`src/rtl/button_deb_multi.sv`:
```
// button_deb_multi: N-channel push-button debouncer sharing one 1 ms tick.
// Each channel yields a stable level plus press, release and long-press strobes.
module button_deb_multi #(
    parameter int CLK_FREQ        = 95_000,
    parameter int DEBOUNCE_PER_MS = 20,
    parameter int LONG_PRESS_MS   = 1000,
    parameter int N_CHAN          = 4,
    parameter bit ACTIVE_LOW      = 1'b0
) (
    input  logic              clk,
    input  logic              rst,
    input  logic [N_CHAN-1:0] button_in,
    output logic [N_CHAN-1:0] button_valid,
    output logic [N_CHAN-1:0] button_press,
    output logic [N_CHAN-1:0] button_release,
    output logic [N_CHAN-1:0] button_long,
    output logic              tick_ms
);
    localparam int PW = $clog2(CLK_FREQ);
    localparam int DW = $clog2(DEBOUNCE_PER_MS + 1);
    localparam logic [PW-1:0] P_LAST = PW'(CLK_FREQ - 1);
    localparam logic [DW-1:0] D_LAST = DW'(DEBOUNCE_PER_MS - 1);
    localparam logic [N_CHAN-1:0] IDLE = {N_CHAN{ACTIVE_LOW}};

    logic [PW-1:0]     pre_cnt;
    logic [N_CHAN-1:0] sync1;
    logic [N_CHAN-1:0] sync2;
    logic [N_CHAN-1:0] s;

    always_ff @(posedge clk or negedge rst) begin
        if (!rst) begin
            pre_cnt <= '0;
            tick_ms <= 1'b0;
        end else begin
            tick_ms <= (pre_cnt == P_LAST);
            pre_cnt <= (pre_cnt == P_LAST) ? '0 : pre_cnt + PW'(1);
        end
    end

    // Synchroniser idles at the released pin level so reset never looks like a press
    always_ff @(posedge clk or negedge rst) begin
        if (!rst) begin
            sync1 <= IDLE;
            sync2 <= IDLE;
        end else begin
            sync1 <= button_in;
            sync2 <= sync1;
        end
    end

    assign s = sync2 ^ IDLE;

    for (genvar i = 0; i < N_CHAN; i++) begin : g_deb
        logic [DW-1:0] deb_cnt;
        logic          valid_q;
        logic          press_q;
        logic          rel_q;

        always_ff @(posedge clk or negedge rst) begin
            if (!rst) begin
                deb_cnt <= '0;
                valid_q <= 1'b0;
                press_q <= 1'b0;
                rel_q   <= 1'b0;
            end else begin
                press_q <= 1'b0;
                rel_q   <= 1'b0;
                if (s[i] == valid_q) begin
                    deb_cnt <= '0;
                end else if (tick_ms) begin
                    if (deb_cnt == D_LAST) begin
                        deb_cnt <= '0;
                        valid_q <= s[i];
                        press_q <= s[i];
                        rel_q   <= !s[i];
                    end else begin
                        deb_cnt <= deb_cnt + DW'(1);
                    end
                end
            end
        end

        assign button_valid[i]   = valid_q;
        assign button_press[i]   = press_q;
        assign button_release[i] = rel_q;
    end

    if (LONG_PRESS_MS > 0) begin : g_long
        localparam int LW = $clog2(LONG_PRESS_MS + 1);
        localparam logic [LW-1:0] L_MAX = LW'(LONG_PRESS_MS);
        localparam logic [LW-1:0] L_PRE = LW'(LONG_PRESS_MS - 1);

        for (genvar i = 0; i < N_CHAN; i++) begin : g_ch
            logic [LW-1:0] hold_cnt;
            logic          long_q;

            // Saturates at L_MAX so the strobe fires once per press
            always_ff @(posedge clk or negedge rst) begin
                if (!rst) begin
                    hold_cnt <= '0;
                    long_q   <= 1'b0;
                end else begin
                    long_q <= 1'b0;
                    if (!button_valid[i]) begin
                        hold_cnt <= '0;
                    end else if (tick_ms && hold_cnt != L_MAX) begin
                        hold_cnt <= hold_cnt + LW'(1);
                        long_q   <= (hold_cnt == L_PRE);
                    end
                end
            end

            assign button_long[i] = long_q;
        end
    end else begin : g_no_long
        assign button_long = '0;
    end

endmodule

```
`config.mk`:
```
export PLATFORM = sky130hd
export DESIGN_NAME = button_deb_multi
export DESIGN_NICKNAME = d
export VERILOG_FILES = /design/src/rtl/button_deb_multi.sv
export SDC_FILE = /design/constraint.sdc
export NUM_CORES = 1
export LEC_CHECK = 0
export ABC_AREA = 1
export BUFFER_PORTS_ARGS = -buffer_cell sky130_fd_sc_hd__buf_2
export CORE_MARGIN = 5
export CORE_UTILIZATION = 61
export DETAILED_ROUTE_END_ITERATION = 8
export GPL_TIMING_DRIVEN = 0
export PLACE_DENSITY_LB_ADDON = 0.08
export SETUP_SLACK_MARGIN = 0.5
export SYNTH_ARGS = -nofsm -noshare
export SYNTH_HDL_FRONTEND = slang
export SYNTH_SLANG_ARGS = --single-unit
```
`constraint.sdc`:
```
create_clock -name clk -period 1.97 [get_ports clk]
set_input_delay 0.394 -clock clk [delete_from_list [all_inputs] [get_ports clk]]
set_output_delay 0.394 -clock clk [all_outputs]
set_load 0.005 [all_outputs]
```
After elaboration in Yosys (flattened, before gate mapping)

Index checks and enable logic that the tools add are counted.
W data, S select, Z words.

Add/subtract/negate cells: 9
Eq/ne operators: 21
Mux-type cells: 53
Bitwise operators: 4
Reductions and logical operators: 16

Operators with widths:

| cell                    | count |
|---|---|
| $mux W10                | 8 |
| $mux W5                 | 12 |
| $add A10 B1 Y10 const B | 4 |
| $eq A10 B10 Y1 const B  | 4 |
| $ne A10 B10 Y1 const B  | 4 |
| $mux W1                 | 32 |
| $add A5 B1 Y5 const B   | 4 |
| $eq A5 B5 Y1 const B    | 4 |
| $add A17 B1 Y17 const B | 1 |
| $eq A17 B17 Y1 const B  | 1 |
| $mux W17                | 1 |
| $reduce_and A3 Y1       | 4 |
| $ne A2 B1 Y1 const B    | 4 |
| $reduce_bool A2 Y1      | 4 |
| $eq A1 B1 Y1            | 4 |
| $logic_and A1 B1 Y1     | 4 |
| $logic_not A1 Y1        | 4 |
| $not A1 Y1              | 4 |

Register bits after elaboration: 102
Bits of input ports: 6
Output and inout port bits: 17

Depth between registers and ports, before layout

Gate-level depths: netlist of run 1.

Depth in word-level cells: 4
Depth in mapped cells: 10
Gate-level depth less buffers: 10

Worst setup path before layout of run 1

Ideal clock, no wire load.

Path kind: reg-to-reg
From: register g_long.g_ch[2].hold_cnt[0]
To: register g_long.g_ch[2].hold_cnt[6]
Setup time: 118 ps
Data arrival time: 1191 ps
Path slack: 661 ps
Cell stages (with the launch flop): 7
Period minus slack after synthesis: 1309 ps
Cells stage by stage: dfrtp_1 -> ha_1 -> nand3_1 -> nor2_1 -> or2_2 -> nand4_1 -> nand2_1

Cells in the longest elaborated chain, start to end: 3

RTL lines:

| item                                              | line     | text |
|---|---|---|
| from (decl)                                       | 94       | `logic [LW-1:0] hold_cnt;` |
| from (signal assigned)                            | 107      | `hold_cnt <= hold_cnt + LW'(1);` |
| $add A10 B1 Y10 or $ne A10 B10 Y1 (tied branches) | 107, 106 |  |
| $mux W10 or $logic_and A1 B1 Y1 (tied branches)   | 106      | `end else if (tick_ms && hold_cnt != L_MAX) begin` |
| $mux W10 or $ne A2 B1 Y1 (tied branches)          | --       |  |

Several ways; a longest one is shown, not always the timed one. The select of a mux whose other input is x is not followed.
A chain may end at the register's enable or synchronous reset.

Worst setup path after layout of run 1

From: register g_long.g_ch[3].hold_cnt[0]
To: register g_long.g_ch[3].hold_cnt[0]

Cells in the longest elaborated chain, start to end: 3

RTL lines:

| item                                              | line |
|---|---|
| from (decl)                                       | 94 |
| from (signal assigned)                            | 107 |
| $add A10 B1 Y10 or $ne A10 B10 Y1 (tied branches) | 107, 106 |
| $mux W10 or $logic_and A1 B1 Y1 (tied branches)   | 106 |
| $mux W10 or $ne A2 B1 Y1 (tied branches)          | -- |

Several ways; a longest one is shown, not always the timed one. The select of a mux whose other input is x is not followed.

==> summary.md, run 1 <==
| Metric | Value |
|---|---|
| Outcome | `complete, no violations` |
| Yosys top cell area share | `0.467` |
| Register area share after synthesis | `0.467` |
| Die area | `0.0110 mm2` |
| Register area | `0.00256 mm2` |
| CP max-delay cell | `dfrtp_1` |
| Critical path required time | `2.26 ns` |
| Layout cells sized above 1 | `0.194` |
| Row Count | `34` |
| Hold Path Depth | `1` |
| Antenna cells | `0` |
| Post-DP HPWL | `7530 um` |
| RSZ-0062 raised after global routing | `true` |
| Most common cell after layout, fill and taps aside | `nand2_1` |
| RePlAce Congestion | `0.871` |
| HP Start | `button_in[3]` |
| Power Total | `0.00336 W` |
| FFs w/ async S/R, synth | `1.00` |
| Arr. time, crit path | `1.74 ns` |
| H-tree Lvls | `3` |
| Area leader, netlist | `dfrtp_1` |
| Chip Height | `105 um` |
| Crit share post-route | `0.736` |
| Crit path time final | `1.45 ns` |
| Num Clock Sinks | `102` |
| Final Slew Violations | `0` |
| Non-Filler Instances | `854` |
| Commonest non-fill, non-tap cells in the layout | `nand2_1 (182), dfrtp_1 (99), nand3_1 (70), inv_1 (65), nor2_1 (56)` |
| Clk buf depth | `2` |
| Max Cap Viol | `0` |
| Finished Cell Area | `0.00630 mm2` |
| Fin. Hold Viols | `0` |
| Synth Net Count | `705` |
| Global routing usage on met2 | `0.342` |
| TNS Setup | `0 ns` |
| # port buffers | `22` |
| Synth Cell Area | `0.00547 mm2` |
| Worst slew pin tran | `0.464 ns` |
| R2r worst-path depth | `9` |
| CP max FO | `5` |
| GR peak layer | `met2` |
| Yosys reg bits | `102` |
| GR Layer Usage met1 | `0.263` |
| VDD IR max | `0.000484 V` |
| Max stage delay on crit path | `0.43 ns` |
| Dpl cells | `817` |
| Worst path depth | `9` |
| Fill cells | `666` |
| Io pins | `23` |
| Critical path class | `flip-flop to flip-flop` |
| Largest net degree at the start of global routing | `73` |
| Leakage power | `3.06 nW` |
| Pwr dens | `534 mW/mm2` |
| Bufs and invs on worst path | `2` |
| Slew headroom | `0.690` |
| Avg Cell Area, Syn | `7.97 um2` |
| Critical path cell sequence | `inv_2 > ha_4 > nand3_4 > nor2_4 > a21oi_4 > buf_6 > nor2_4 > nand2_1 > nand2_1` |
| Core area | `0.00872 mm2` |
| Remaining Overflow, GRT | `0` |
| Family with the most delay on the worst path | `simple AND/OR/NAND/NOR gates` |
| Post-route ant nets | `0` |
| Post-synth EDFFs | `0` |
| F_max | `0.689 GHz` |
| FF-to-FF Start | `g_long.g_ch[3].hold_cnt[0]$_DFFE_PN0P_` |
| Post-synth top flop | `dfrtp_1` |
| Setup Skew | `0.0105 ns` |
| Die X | `105 um` |
| Initial antenna violation count | `0` |
| Post-place instance area | `0.00574 mm2` |
| DR vias/cell | `5.53` |
| Synth top area cells | `dfrtp_1 (47%), nand2_1 (13%), nand3_1 (6.8%), inv_1 (4.9%), nor2_1 (4.5%)` |
| DR WL/cell | `13.7 um` |
| Reg clk slew, reported paths | `0.10 ns` |
| Met3 Usage GRT | `0.0407` |
| Vias in the first global route | `4365` |
| DR iter-0 viols | `250` |
| TritonCTS clock tree | `done` |
| Setup violators final | `0` |
| Worst setup EP type | `flip-flop` |
| Reg-to-reg slack, setup | `0.52 ns` |
| Synth Warn # | `0` |
| Worst setup SP type | `flip-flop` |
| Multi-input gate area | `0.00264 mm2` |
| Fin nets | `760` |
| Layout area overhead | `15.3%` |
| Synth Instances | `686` |
| GRT Util Overall | `0.203` |
| Critical Path Source | `g_long.g_ch[3].hold_cnt[0]$_DFFE_PN0P_` |
| First-pass GRT wire length | `19000 um` |
| Via count | `4722` |
| Initial Util | `0.627` |
| Num CTS Buffers | `9` |
| Insertion delay to the later sink of the worst-skew pair | `0.36 ns` |
| DRC | `0` |
| Drt pass-1 iters | `5` |
| Worst min-delay path class | `primary input to flip-flop` |
| Post-Route WL | `11700 um` |
| Root buffer cell | `clkbuf_8` |
| Distinct cell type count after synthesis | `35` |
## cells by family (layout without fill, tap and decap cells)
group                      Yosys count  in the layout  synth area share
adders and majority gates           13             13            0.0297
DFF                                102            102             0.467
xor gates and xnor gates            23             23            0.0382
and+or+nand+nor                    397            399             0.325
buffers and inverters              102            160            0.0874
AOI/OAI and AO/OA                   49             49            0.0526
## through the flow
step | util | hold slack, ns | worst slack, ns
final | 0.723 | 0.130 | 0.519
after global routing | 0.723 | 0.118 | 0.448
after CTS | 0.681 | 0.116 | 0.506
after detailed placement | 0.659 | 0.339 | 0.475
after global placement | 0.655 | 0.333 | -0.575
after floorplan | - | 0.0984 | 0.661
## synthesized netlist by cell type (2+ instances only)
cell type    n
inv_1       71
nand3b_1     2
dfrtp_1    102
a21oi_1      9
o31ai_1      3
xnor2_1      4
nor2_4       2
buf_2        3
buf_4       20
nor3_1      14
nor2_1      65
xor2_1      18
o21ai_0     29
nand2_2      3
nand2_1    184
o22ai_1      2
inv_2        3
buf_6        2
nor4_1       2
ha_1        13
nor2_2       6
a21oi_4      2
nand4_1     35
clkbuf_1     2
or2_2        7
nand3_1     74
## routing by layer
layer,wire length (um),vias to the layer above
li1,-,2328
met1,5220,2275
met2,5860,105
met3,465,14
met4,116,0
met5,0,-
## flip-flops by register name (all words and copies together), names as in the netlist, 4 cells and up
name                  flops
g_deb.press_q             4
g_long.g_ch.long_q        4
sync1                     4
g_deb.valid_q             4
pre_cnt                  17
g_long.g_ch.hold_cnt     40
g_deb.rel_q               4
g_deb.deb_cnt            20
s                         4
## worst reg2reg max path: cells and delay by family (launching register included)
kind	cells	cell delay, ns
AO/OA/AOI/OAI	1	0.07
adder cells (fa/ha/maj)	1	0.14
buffers and inverters	2	0.24
flip-flops	1	0.43
AND/OR/NAND/NOR	5	0.52
## what timing repair did
item / CTS / global route
buffers inserted: 1 / 15
pin swaps: 0 / 20
resized for setup: 2 / 61
endpoints found under the setup margin: 24 / 63
gates cloned: 0 / 4
endpoints found under the hold margin: 30 / 0
hold buffers: 1 / 0
## path summary, 6_finish.rpt
path,end
worst min register to register,s[3]$_DFF_PN0_
worst max-delay path,g_long.g_ch[3].hold_cnt[0]$_DFFE_PN0P_
worst max register to register,g_long.g_ch[3].hold_cnt[0]$_DFFE_PN0P_
worst min-delay path,sync1[3]$_DFF_PN0_
min in group asynchronous,g_long.g_ch[2].hold_cnt[6]$_DFFE_PN0P_
max in group asynchronous,tick_ms$_DFF_PN0_
## power breakdown
group          switching [W]  internal (W)
clock               0.000692      0.000500
sequential        0.00000538       0.00210
combinational      0.0000519     0.0000145
total               0.000750       0.00261
## layout make-up
class                      instances  area share
buffer                            27      0.0322
sequential                       102       0.406
clock inverter                     4     0.00476
multi-input combinational        484       0.419
tap                              108      0.0214
clock buffer                      12      0.0230
inverter                          75      0.0455
timing repair buffer              42      0.0486
Power figures use the tool's default switching activity.
==> run 2: changes to the inputs <==
==> constraint.sdc (replaced) <==
create_clock -name clk -period 1.5 [get_ports clk]
set_input_delay 0.3 -clock clk [delete_from_list [all_inputs] [get_ports clk]]
set_output_delay 0.3 -clock clk [all_outputs]
set_load 0.005 [all_outputs]
==> run 2 against run 1 <==
Compared with the run above:
- the flow now finishes with violations (hold timing)
- sequential share of layout area is 7.3 points lower
- combinational power is 73% higher
- via count is 13% higher
- register-to-register slack worse by 0.49 ns
- hold slack worse by 0.21 ns
- count of clock-buffer cells in the layout is 1 higher
- routed wire length is 34% higher
- setup slack worse by 0.49 ns
==> summary.md, run 2 (same netlist as run 1, synthesis figures left out) <==
| Metric | Value |
|---|---|
| Vias in the first global route | `5106` |
| RSZ-0062 raised after global routing | `true` |
| Critical path required time | `1.79 ns` |
| Slew headroom | `0.639` |
| Part of the power in registers | `0.626` |
| VDD IR max | `0.000453 V` |
| Commonest non-fill, non-tap cells in the layout | `nand2_1 (137), dfrtp_1 (90), buf_6 (63), buf_4 (57), nand3_1 (50)` |
| Fin. Hold Viols | `38` |
| Io pins | `23` |
| Clk buf depth | `2` |
| Arr. time, crit path | `1.76 ns` |
| Drt pass-1 iters | `4` |
| # port buffers | `22` |
| Most common cell after layout, fill and taps aside | `nand2_1` |
| First-pass GRT wire length | `23300 um` |
| Post-layout util | `0.884` |
| Bufs and invs on worst path | `2` |
| Chip Height | `105 um` |
| DRC | `0` |
| Row Count | `34` |
| Outcome | `finished, violations left` |
| Leakage power | `3.59 nW` |
| Setup Skew | `0.00833 ns` |
| Remaining Overflow, GRT | `0` |
| Reg clk slew, reported paths | `0.10 ns` |
| Most flops, register | `g_long.g_ch.hold_cnt` |
| CP max-delay cell | `dfrtp_1` |
| Internal | `0.00343 W` |
| DR WL/cell | `17.2 um` |
| Worst min-delay path class | `primary input to async pin` |
| Post-Route WL | `15600 um` |
| Core area | `0.00872 mm2` |
| Post-route ant nets | `0` |
| H-tree Lvls | `3` |
| DR iter-0 viols | `322` |
| Initial antenna violation count | `0` |
| Setup violators final | `0` |
| Crit share post-route | `0.980` |
| Sw frac | `0.225` |
| Final Slew Violations | `0` |
| Clk network pwr share | `0.348` |
| Crit path time final | `1.47 ns` |
| Critical path cell sequence | `inv_2 > ha_4 > nand3_4 > nor2_4 > a21oi_4 > buf_6 > nand4_1 > nand2_1` |
| Family with the most delay on the worst path | `flip-flops` |
| Worst slew pin tran | `0.542 ns` |
| Antenna cells | `0` |
| Worst setup SP type | `flip-flop` |
| Fill cells | `381` |
| TNS Setup | `0 ns` |
| Critical path class | `flip-flop to flip-flop` |
| Post-DP HPWL | `7750 um` |
| GRT Util Overall | `0.252` |
| Layout cells sized above 1 | `0.425` |
| Fin nets | `819` |
| Max stage delay on crit path | `0.43 ns` |
| Max reg flops | `40` |
| CP max FO | `5` |
| P_sw | `0.000997 W` |
| Die X | `105 um` |
| Die area | `0.0110 mm2` |
| Failing checks | `hold timing` |
| Max Cap Viol | `0` |
| Num CTS Buffers | `9` |
| Largest net degree at the start of global routing | `65` |
| Layout area overhead | `41.0%` |
| Initial Util | `0.627` |
| Num Clock Sinks | `102` |
| DR vias/cell | `5.85` |
| RePlAce Congestion | `0.892` |
| Logic pwr share | `0.026` |
| Insertion delay to the later sink of the worst-skew pair | `0.36 ns` |
| F_max | `0.680 GHz` |
| Largest regs | `g_long.g_ch.hold_cnt x40, g_deb.deb_cnt x20, pre_cnt x17` |
| Worst Hold Margin | `-0.0820 ns` |
| Root buffer cell | `clkbuf_8` |
| TritonCTS clock tree | `done` |
| Worst setup EP type | `flip-flop` |
| Via count | `5329` |
| Pwr dens | `574 mW/mm2` |
-- run 2: per-stage QoR --
stage               cell area (um2)  hold WS (ns)  power (W)  std cells  setup WS, ns
finish                         7710       -0.0820    0.00442        911        0.0305
global route                   7710       -0.0517    0.00458        911       -0.0733
CTS                            7200       -0.0756    0.00442        890         0.112
detailed placement             6010         0.312    0.00291        817        0.0369
global placement               5980         0.335    0.00290        816         -1.09
floorplan                      5730       0.00441    0.00283        686         0.221
-- run 2: layout make-up --
type / instances / area, um2 / area share
Sequential cell: 102 / 2570 / 0.333
Clock buffer: 13 / 149 / 0.0193
Multi-Input combinational cell: 484 / 3330 / 0.431
Inverter: 75 / 327 / 0.0424
Tap cell: 108 / 135 / 0.0175
Timing Repair Buffer: 101 / 922 / 0.120
Clock inverter: 1 / 7.51 / 0.000974
Buffer: 27 / 277 / 0.0359
-- run 2: repair_timing --
action | 4_1_cts | 5_1_grt
resized for setup | 158 | 95
endpoints found under the setup margin | 110 | 111
hold endpoints to repair | 38 | 38
gates cloned | 4 | 1
pin swaps | 57 | 44
setup buffers | 55 | 20
-- run 2: power by group through the flow --
stage               Sequential (W)  Combinational (W)  Clock (W)
finish                     0.00277           0.000115    0.00154
detailed placement         0.00282          0.0000901          0
CTS                        0.00277           0.000106    0.00154
global placement           0.00282          0.0000781          0
floorplan                  0.00282          0.0000154          0
global route               0.00277           0.000130    0.00168
-- run 2: path summary, 6_finish.rpt --
| path | startpoint | endpoint | slack, ns | depth (start not counted) |
|---|---|---|---|---|
| min in group clk | button_in[2] | sync1[2]$_DFF_PN0_ | 0.04 | 1 |
| setup / recovery | g_long.g_ch[3].hold_cnt[0]$_DFFE_PN0P_ | g_long.g_ch[3].hold_cnt[9]$_DFFE_PN0P_ | 0.03 | 8 |
| setup reg to reg | g_long.g_ch[3].hold_cnt[0]$_DFFE_PN0P_ | g_long.g_ch[3].hold_cnt[9]$_DFFE_PN0P_ | 0.03 | 8 |
| hold reg to reg | sync1[3]$_DFF_PN0_ | s[3]$_DFF_PN0_ | 0.35 | 0 |
| max in group asynchronous | rst | g_long.g_ch[2].hold_cnt[4]$_DFFE_PN0P_ | 0.87 | 2 |
| hold / removal | rst | g_long.g_ch[0].hold_cnt[3]$_DFFE_PN0P_ | -0.08 | 1 |
-- run 2: routing by layer --
metal | vias to the layer above | GRT usage | wire [um]
met5 | - | 0 | 0
met4 | 0 | 0.0877 | 608
met3 | 66 | 0.0376 | 777
met2 | 228 | 0.441 | 8070
met1 | 2590 | 0.321 | 6190
li1 | 2445 | - | -
